--- src/rtl/fetch_stage_if.sv ---
// Bundle of the fetch stage's instruction-memory bus, the hazard/redirect
// controls and the IF/ID head outputs. The fetch stage takes the master
// side; the surrounding pipeline and memory take the slave side.
interface fetch_stage_if #(
    parameter int WIDTH = 32
);
    logic             imem_req;
    logic [WIDTH-1:0] imem_addr;
    logic             imem_rvalid;
    logic [WIDTH-1:0] imem_rdata;
    logic             StallF;
    logic             PCSrcE;
    logic [WIDTH-1:0] PCTargetE;
    logic             ValidF;
    logic [WIDTH-1:0] InstrF;
    logic [WIDTH-1:0] PCF;
    logic [WIDTH-1:0] PCPlus4F;

    modport master (
        output imem_req, imem_addr,
        input  imem_rvalid, imem_rdata,
        input  StallF, PCSrcE, PCTargetE,
        output ValidF, InstrF, PCF, PCPlus4F
    );

    modport slave (
        input  imem_req, imem_addr,
        output imem_rvalid, imem_rdata,
        output StallF, PCSrcE, PCTargetE,
        input  ValidF, InstrF, PCF, PCPlus4F
    );
endinterface

--- src/rtl/fetch_stage.sv ---
// Instruction fetch stage: keeps the fetch PC, issues one request at a time
// to a variable-latency instruction memory, and queues returned words in a
// small FIFO whose head feeds the IF/ID register. A redirect from Execute
// flushes the queue and discards any response still in flight.
module fetch_stage #(
    parameter int               WIDTH    = 32,
    parameter logic [WIDTH-1:0] RESET_PC = '0,
    parameter int               DEPTH    = 2
) (
    input  logic          clk,
    input  logic          rst_n,
    fetch_stage_if.master bus
);
    localparam int             AW       = $clog2(DEPTH);
    localparam logic [AW:0]    FULL_CNT = (AW+1)'(DEPTH);
    localparam logic [AW:0]    CNT_ONE  = (AW+1)'(1);
    localparam logic [AW-1:0]  PTR_ONE  = AW'(1);
    localparam logic [WIDTH-1:0] FOUR   = WIDTH'(4);

    typedef enum logic [1:0] {
        IDLE = 2'd0,
        WAIT = 2'd1,
        DROP = 2'd2
    } state_t;

    state_t           state_q;
    state_t           state_d;
    logic [WIDTH-1:0] pc_fetch;
    logic [WIDTH-1:0] instr_mem [DEPTH];
    logic [WIDTH-1:0] pc_mem    [DEPTH];
    logic [AW-1:0]    rd_ptr;
    logic [AW-1:0]    wr_ptr;
    logic [AW:0]      count;
    logic             req;
    logic             push;
    logic             pop;
    logic             head_vld;

    assign head_vld = (count != '0);
    assign pop      = head_vld && !bus.StallF && !bus.PCSrcE;

    // Next-state and request/push decode; a redirect overrides everything.
    always_comb begin
        state_d = state_q;
        req     = 1'b0;
        push    = 1'b0;
        if (bus.PCSrcE) begin
            case (state_q)
                WAIT:    state_d = bus.imem_rvalid ? IDLE : DROP;
                DROP:    state_d = bus.imem_rvalid ? IDLE : DROP;
                default: state_d = IDLE;
            endcase
        end else begin
            case (state_q)
                IDLE: begin
                    // Full check deliberately ignores a same-cycle pop.
                    if (rst_n && (count < FULL_CNT)) begin
                        req     = 1'b1;
                        state_d = WAIT;
                    end
                end
                WAIT: begin
                    if (bus.imem_rvalid) begin
                        push    = 1'b1;
                        state_d = IDLE;
                    end
                end
                DROP: begin
                    if (bus.imem_rvalid) begin
                        state_d = IDLE;
                    end
                end
                default: state_d = IDLE;
            endcase
        end
    end

    // FSM state register.
    always_ff @(posedge clk or negedge rst_n) begin
        if (!rst_n) begin
            state_q <= IDLE;
        end else begin
            state_q <= state_d;
        end
    end

    // Fetch PC: load redirect target (word aligned) or advance on accepted word.
    always_ff @(posedge clk or negedge rst_n) begin
        if (!rst_n) begin
            pc_fetch <= RESET_PC;
        end else if (bus.PCSrcE) begin
            pc_fetch <= {bus.PCTargetE[WIDTH-1:2], 2'b00};
        end else if (push) begin
            pc_fetch <= pc_fetch + FOUR;
        end
    end

    // FIFO pointers and occupancy; a redirect empties the queue.
    always_ff @(posedge clk or negedge rst_n) begin
        if (!rst_n) begin
            rd_ptr <= '0;
            wr_ptr <= '0;
            count  <= '0;
        end else if (bus.PCSrcE) begin
            rd_ptr <= '0;
            wr_ptr <= '0;
            count  <= '0;
        end else begin
            if (push) begin
                wr_ptr <= wr_ptr + PTR_ONE;
            end
            if (pop) begin
                rd_ptr <= rd_ptr + PTR_ONE;
            end
            case ({push, pop})
                2'b10:   count <= count + CNT_ONE;
                2'b01:   count <= count - CNT_ONE;
                default: count <= count;
            endcase
        end
    end

    // FIFO storage; contents are only observed through the valid-gated head.
    always_ff @(posedge clk) begin
        if (push) begin
            instr_mem[wr_ptr] <= bus.imem_rdata;
            pc_mem[wr_ptr]    <= pc_fetch;
        end
    end

    assign bus.imem_req  = req;
    assign bus.imem_addr = req ? pc_fetch : '0;
    assign bus.ValidF    = head_vld;
    assign bus.InstrF    = head_vld ? instr_mem[rd_ptr] : '0;
    assign bus.PCF       = head_vld ? pc_mem[rd_ptr] : '0;
    assign bus.PCPlus4F  = head_vld ? (pc_mem[rd_ptr] + FOUR) : '0;
endmodule

--- src/flat_wrapper.sv ---
// flat-port wrapper written by rule: the top's interface ports become plain ports
module fetch_stage_flat 
#(
    parameter int               WIDTH    = 32,
    parameter logic [WIDTH-1:0] RESET_PC = '0,
    parameter int               DEPTH    = 2
)
  (clk, rst_n, bus_imem_req, bus_imem_addr, bus_imem_rvalid, bus_imem_rdata, bus_StallF, bus_PCSrcE, bus_PCTargetE, bus_ValidF, bus_InstrF, bus_PCF, bus_PCPlus4F);
  fetch_stage_if #(.WIDTH(WIDTH)) bus_i ();
  input  logic clk;
  input  logic rst_n;
  output wire logic [$bits(bus_i.imem_req)-1:0] bus_imem_req;
  output wire logic [$bits(bus_i.imem_addr)-1:0] bus_imem_addr;
  input wire logic [$bits(bus_i.imem_rvalid)-1:0] bus_imem_rvalid;
  input wire logic [$bits(bus_i.imem_rdata)-1:0] bus_imem_rdata;
  input wire logic [$bits(bus_i.StallF)-1:0] bus_StallF;
  input wire logic [$bits(bus_i.PCSrcE)-1:0] bus_PCSrcE;
  input wire logic [$bits(bus_i.PCTargetE)-1:0] bus_PCTargetE;
  output wire logic [$bits(bus_i.ValidF)-1:0] bus_ValidF;
  output wire logic [$bits(bus_i.InstrF)-1:0] bus_InstrF;
  output wire logic [$bits(bus_i.PCF)-1:0] bus_PCF;
  output wire logic [$bits(bus_i.PCPlus4F)-1:0] bus_PCPlus4F;
  assign bus_imem_req = bus_i.imem_req;
  assign bus_imem_addr = bus_i.imem_addr;
  assign bus_i.imem_rvalid = bus_imem_rvalid;
  assign bus_i.imem_rdata = bus_imem_rdata;
  assign bus_i.StallF = bus_StallF;
  assign bus_i.PCSrcE = bus_PCSrcE;
  assign bus_i.PCTargetE = bus_PCTargetE;
  assign bus_ValidF = bus_i.ValidF;
  assign bus_InstrF = bus_i.InstrF;
  assign bus_PCF = bus_i.PCF;
  assign bus_PCPlus4F = bus_i.PCPlus4F;
  fetch_stage #(.WIDTH(WIDTH), .RESET_PC(RESET_PC), .DEPTH(DEPTH)) u_core (.clk(clk), .rst_n(rst_n), .bus(bus_i));
endmodule
--- config.mk ---
export PLATFORM = sky130hd
export DESIGN_NAME = fetch_stage_flat
export DESIGN_NICKNAME = d
export VERILOG_FILES = /design/src/rtl/fetch_stage_if.sv /design/src/rtl/fetch_stage.sv /design/src/flat_wrapper.sv
export SDC_FILE = /design/constraint.sdc
export NUM_CORES = 1
export LEC_CHECK = 0
export CORE_MARGIN = 10
export CORE_UTILIZATION = 50
export CTS_CLUSTER_DIAMETER = 80
export CTS_CLUSTER_SIZE = 30
export DETAILED_ROUTE_END_ITERATION = 7
export PLACE_DENSITY = 0.89
export RECOVER_POWER = 50
export SLEW_MARGIN = 15
export SYNTH_ARGS = -nofsm -noshare
export SYNTH_HDL_FRONTEND = slang
export SYNTH_SLANG_ARGS = --single-unit
--- constraint.sdc ---
create_clock -name clk -period 8.4 [get_ports clk]
set_input_delay 0.84 -clock clk [delete_from_list [all_inputs] [get_ports clk]]
set_output_delay 0.84 -clock clk [all_outputs]
set_load 0.05 [all_outputs]
==> results of run 1 <==
-- sequential cells by signal, summed over array words and instances (netlist names) --
register          count
u_core.instr_mem     64
u_core.state_q        2
u_core.pc_mem        60
u_core.wr_ptr         1
u_core.rd_ptr         1
u_core.count          2
u_core.pc_fetch      30
-- metrics by stage --
step,hold slack [ps],std cells,utilization (%),power (µW),setup WS (ps)
final,507,1084,68.2,2030,2970
after global routing,542,1083,68.2,2110,2540
after CTS,512,1083,68.3,2040,3000
after detailed placement,498,1051,64.5,1290,3460
after global placement,482,1051,64.5,1280,3530
after floorplan,471,683,-,1160,2080
-- critical path, delay by kind of cell --
kind	cells	cell delay, ps
buf+inv	2	2330
simple gates	3	1390
-- power by group --
group          total (µW)  switching [µW]  internal, µW
combinational         342             220           122
clock                 759             319           441
sequential            930            37.8           892
-- final timing paths --
kind / start / depth (start not counted) / slack [ps] / to
min in group asynchronous: rst_n / 1 / 1010 / u_core.pc_fetch[3]$_DFFE_PN0N_
worst min-delay path: u_core.state_q[1]$_DFFE_PN0P_ / 1 / 510 / u_core.state_q[1]$_DFFE_PN0P_
worst min register to register: u_core.state_q[1]$_DFFE_PN0P_ / 1 / 510 / u_core.state_q[1]$_DFFE_PN0P_
worst max-delay path: rst_n / 5 / 2970 / bus_imem_addr[8]
worst max register to register: u_core.state_q[1]$_DFFE_PN0P_ / 5 / 3490 / u_core.instr_mem[0][7]$_DFFE_PP_
max in group asynchronous: rst_n / 1 / 5900 / u_core.rd_ptr$_DFFE_PN0P_
-- final cells by class --
type / instances / area share [%]
Sequential cell: 160 / 44.4
Multi-Input combinational cell: 478 / 28.6
Timing Repair Buffer: 195 / 18.5
Clock buffer: 17 / 4.09
Tap cell: 211 / 2.54
Clock inverter: 15 / 1.54
Inverter: 7 / 0.252
Antenna cell: 1 / 0.0240
-- layer usage --
| metal | routed length [µm] | GRT usage (%) | share of wire (%) | up-vias |
|---|---|---|---|---|
| met3 | 1910 | 7.04 | 9.2 | 25 |
| met1 | 8260 | 23.3 | 40 | 2819 |
| met5 | 0 | 0 | 0 | - |
| met4 | 280 | 5.85 | 1.3 | 0 |
| li1 | - | - | - | 2801 |
| met2 | 10400 | 33.0 | 50 | 226 |
-- cell families (layout without fill, tap and decap cells) --
group,after synthesis,after routing,synth area share (%)
multiplexers,67,67,8.70
XOR/XNOR,43,43,4.83
buffers and inverters,45,234,2.70
AND/OR/NAND/NOR,289,289,18.5
flip-flops,160,160,59.4
adder cells (fa/ha/maj),4,4,0.642
other,1,7,0.0481
AO/OA/AOI/OAI,69,69,5.17
-- layout by cell type (no fill, tap or decap), types with 8 or more instances in the layout --
cell type	instances
dfrtp_1	35
edfxtp_1	124
xnor2_1	25
nand3_1	19
a21oi_1	8
xor2_1	18
nand4_1	20
clkdlybuf4s50_1	154
nor3_1	15
o21ai_0	43
and2_1	36
clkbuf_16	17
mux2i_1	61
nand2_1	68
nor2_1	84
dlygate4sd3_1	34
==> impl_results.md, run 1 <==
- GR Overflow Total: 0
- RePlAce Congestion: 0.872
- F_max: 184 MHz
- Final Hold Viols: 0
- Worst Skew: 8.32 ps
- Fin Setup TNS: 0 ps
- Synthesized area: 7790 µm²
- Most frequent cells after synthesis: 124 x edfxtp_1, 85 x nor2_1, 68 x nand2_1, 61 x mux2i_1, 43 x o21ai_0
- Syn avg cell area: 11.5 µm²
- RSZ-0062 raised after global routing: no
- WP data required: 7560 ps
- Final WL: 20.8 mm
- Die H: 145 µm
- Vias in the first global route: 5,902
- Layout area overhead: 33.7%
- IO buf count: 190
- Hold_buf cts: 0
- Critical Path Start Type: input port
- Run status: finished, violations left
- CP peak stage delay: 1470 ps
- Post-synthesis sequential area ratio: 59.4%
- Pins Over Slew Limit: 117
- Post-DP Area: 9840 µm²
- Final Cell Area: 10,400 µm²
- Violated checks: capacitance limit, slew limit
- Syn. warnings: 0
- DP HPWL: 14.4 mm
- Initial Utilization: 51.1%
- CP Capture Type: output port
- Initial DRC Count: 369
- DRC viols: 0
- TritonCTS clock tree: done
- P_leak: 0.00348 µW
- Global-route wire length before repair: 31.6 mm
- Die area: 21,000 µm²
- Sequential Area: 4630 µm²
- Vias per cell: 5.42
- CTS sink cnt: 160
- FFs w/ async S/R, synth: 22.5%
- Fin crit share: 64.6%
- Synth area leader: edfxtp_1
- Slowest cell on crit path: clkbuf_1
- DIE WIDTH: 145 µm
- Synth top area share: 47.8%
- Layout cells sized above 1: 5.28%
- Max-Cap Viols: 4
- Most numerous cell in the Yosys netlist: edfxtp_1
- Netlist cell types: 47
- Multi-input combinational cell area: 2980 µm²
- Clock Latency Late Sink: 430 ps
- Register bit count reported by yosys: 160
- Cell Pwr Density: 195 nW/µm²
- Post-CTS sizing: 0
- DR pass1 iterations: 5
- Hold WC Path Type: reg2reg
- Clock Tree Buf Depth: 2
- Initial antenna violation count: 1
- # setup viols final: 0
- Slew margin rel.: -91.6%
- Cts bufs inserted: 17
- Gr usage total: 19.7%
- Peak supply drop: 170 µV
- Slew at the pin closest to its max-slew limit: 2870 ps
- Pin count of the biggest net entering global routing: 80
- Root Driver: clkbuf_16
- Final ANT Viol Nets: 0
- IO Count: 199
- Clock slew at reported path FFs: 60 ps
- Nets: 932
- Via count: 5,871
- CP Data Arrival Time: 4590 ps
- Critical path, cell by cell: clkbuf_1 -> nor2b_1 -> and3b_1 -> and2_1 -> clkdlybuf4s50_1
- Fill cells: 1,090
- H-tree levels: 4
- Site Rows: 45
- Post-CTS setup buffers: 0
- WL/cell: 19.2 µm
- Most common flop cell mapped by yosys: edfxtp_1
- Area contributors post-synth: edfxtp_1 48%, dfrtp_1 12%, mux2i_1 7.8%
- Tmin final: 5430 ps
- CP Max Fanout: 37
- Gate Count Post-Synth: 678
- Core Footprint: 15,300 µm²
- Post-synth EDFFs: 124
- Classification of the worst setup path: in2out
Power figures use the tool's default switching activity.
==> run 2: changes to the inputs <==
==> constraint.sdc (replaced) <==
create_clock -name clk -period 5.2 [get_ports clk]
set_input_delay 0.52 -clock clk [delete_from_list [all_inputs] [get_ports clk]]
set_output_delay 0.52 -clock clk [all_outputs]
set_load 0.05 [all_outputs]
==> run 2 against run 1 <==
The run still ends with capacitance limit, slew limit left. Core utilization is 0.34 points higher. Wire length is 1.8% higher. Final cell count is 0.55% higher. Worst setup slack worse by 2400 ps. Clock power is 63% higher. Die area stayed put. Combinational power is 63% higher. Global-route usage is 0.40 points higher. Critical endpoint is now bus_PCPlus4F[30]. Largest power group unchanged.
==> impl_results.md, run 2 (synthesized netlist as in run 1, its figures left out) <==
- Critical Path Start Type: flip-flop
- Fill cells: 1,090
- Post-CTS setup buffers: 0
- Nets: 938
- Root Driver: clkbuf_16
- RePlAce Congestion: 0.819
- Hold WC Path Type: reg2reg
- Final WL: 21.2 mm
- Pin count of the biggest net entering global routing: 70
- Layout cells sized above 1: 6.04%
- TritonCTS clock tree: done
- Most frequent cells in the layout: 156 x clkdlybuf4s50_1, 124 x edfxtp_1, 84 x nor2_1
- Global-route wire length before repair: 32.6 mm
- Initial Utilization: 51.1%
- Placed instance count: 1,057
- WL/cell: 19.5 µm
- Vias in the first global route: 6,127
- Cell Pwr Density: 315 nW/µm²
- F_max: 216 MHz
- Gr usage total: 20.1%
- DP HPWL: 15.1 mm
- GR Overflow Total: 0
- Clock Latency Late Sink: 420 ps
- Max-Cap Viols: 4
- Max FFs per register: 64
- DR pass1 iterations: 7
- Vias per cell: 5.50
- Via count: 5,999
- CTS sink cnt: 160
- Violated checks: capacitance limit, slew limit
- Fin crit share: 88.9%
- Top Registers: u_core.instr_mem x64, u_core.pc_mem x60, u_core.pc_fetch x30
- Most common cell after layout, fill and taps aside: clkdlybuf4s50_1
- Core Footprint: 15,300 µm²
- Clock slew at reported path FFs: 70 ps
- Clock Tree Buf Depth: 2
- WP data required: 4680 ps
- Slew margin rel.: -76.2%
- Cts bufs inserted: 17
- P_leak: 0.00351 µW
- Slew at the pin closest to its max-slew limit: 2640 ps
- Die area: 21,000 µm²
- H-tree levels: 4
- Die H: 145 µm
- Reg with most FFs: u_core.instr_mem
- Worst Skew: 9.43 ps
- IO buf count: 190
- Classification of the worst setup path: reg2out
- Peak supply drop: 263 µV
- Initial DRC Count: 450
- IO Count: 199
- Post-route insts no fill: 1,090
- Worst Setup Slack post-DPL: 1040 ps
- Post-CTS sizing: 0
- Run status: finished, violations left
- Site Rows: 45
- DRC viols: 0
- Initial antenna violation count: 1
- CP Max Fanout: 36
- Hold slack: 521 ps
- DIE WIDTH: 145 µm
- Final Hold Viols: 0
- # setup viols final: 0
- Final ANT Viol Nets: 0
- Hold_buf cts: 0
- Tmin final: 4620 ps
- Fin Setup TNS: 0 ps
- RSZ-0062 raised after global routing: no
- Setup ws final: 579 ps
- CP Data Arrival Time: 4100 ps
- Pins Over Slew Limit: 135
- Layout area overhead: 34.3%
- CP Capture Type: output port
[run 2: changes by cell type in the layout (fill, tap and decap cells not counted), moves of 2 or more]
cell             before  now
clkdlybuf4s50_1     154  156
dlygate4sd3_1        34   32
clkinv_1              2    0
clkinv_8              0    2
inv_6                 3    5
clkinv_4              4    1
buf_4                 4    9
inv_8                 1    3
[run 2: final timing paths]
path                                               endpoint  cells after the start                     startpoint  slack, ps
max in group asynchronous         u_core.rd_ptr$_DFFE_PN0P_                      2                          rst_n       2880
min in group asynchronous   u_core.pc_fetch[28]$_DFFE_PN0N_                      2                          rst_n        820
hold reg to reg               u_core.state_q[1]$_DFFE_PN0P_                      1  u_core.state_q[1]$_DFFE_PN0P_        520
setup / recovery                           bus_PCPlus4F[30]                      8      u_core.rd_ptr$_DFFE_PN0P_        580
setup reg to reg           u_core.instr_mem[1][3]$_DFFE_PP_                      5  u_core.state_q[1]$_DFFE_PN0P_       1570
hold / removal                u_core.state_q[1]$_DFFE_PN0P_                      1  u_core.state_q[1]$_DFFE_PN0P_        520
[run 2: critical path, cell delays in order (launching register included)]
cell             delay (ps)
dfrtp_4                 660
mux2_2                  330
ha_1                    240
inv_1                   100
a211oi_2                480
nand3_1                 500
o21a_1                  320
nor3_1                  170
clkdlybuf4s50_1         860
[run 2: cell type report]
| class | count | area (µm²) | share of cell area, % |
|---|---|---|---|
| clock buffers | 17 | 425 | 4.06 |
| clock inverters | 15 | 171 | 1.64 |
| well taps | 211 | 264 | 2.52 |
| flip-flops and latches | 160 | 4630 | 44.2 |
| repair buffers | 201 | 1970 | 18.8 |
| diodes | 1 | 2.50 | 0.0239 |
| multi-input cells | 478 | 2980 | 28.5 |
| inverters | 7 | 26.3 | 0.251 |
[run 2: per-stage QoR]
step / utilization (%) / area [µm²] / total power (µW)
CTS: 68.8 / 10500 / 3320
detailed placement: 64.9 / 9900 / 2090
global route: 68.6 / 10500 / 3420
finish: 68.6 / 10500 / 3290
floorplan: - / 7820 / 1870
global placement: 64.9 / 9900 / 2070
[run 2: routing by layer]
layer / wire, µm / track usage [%]
met3: 1920 / 6.42
met4: 399 / 6.97
met2: 10400 / 33.8
met1: 8470 / 23.8
met5: 0 / 0
[run 2: power breakdown]
| part | switching [µW] | internal, µW | total (µW) |
|---|---|---|---|
| clock | 551 | 684 | 1240 |
| sequential | 62.2 | 1440 | 1500 |
| combinational | 357 | 200 | 557 |
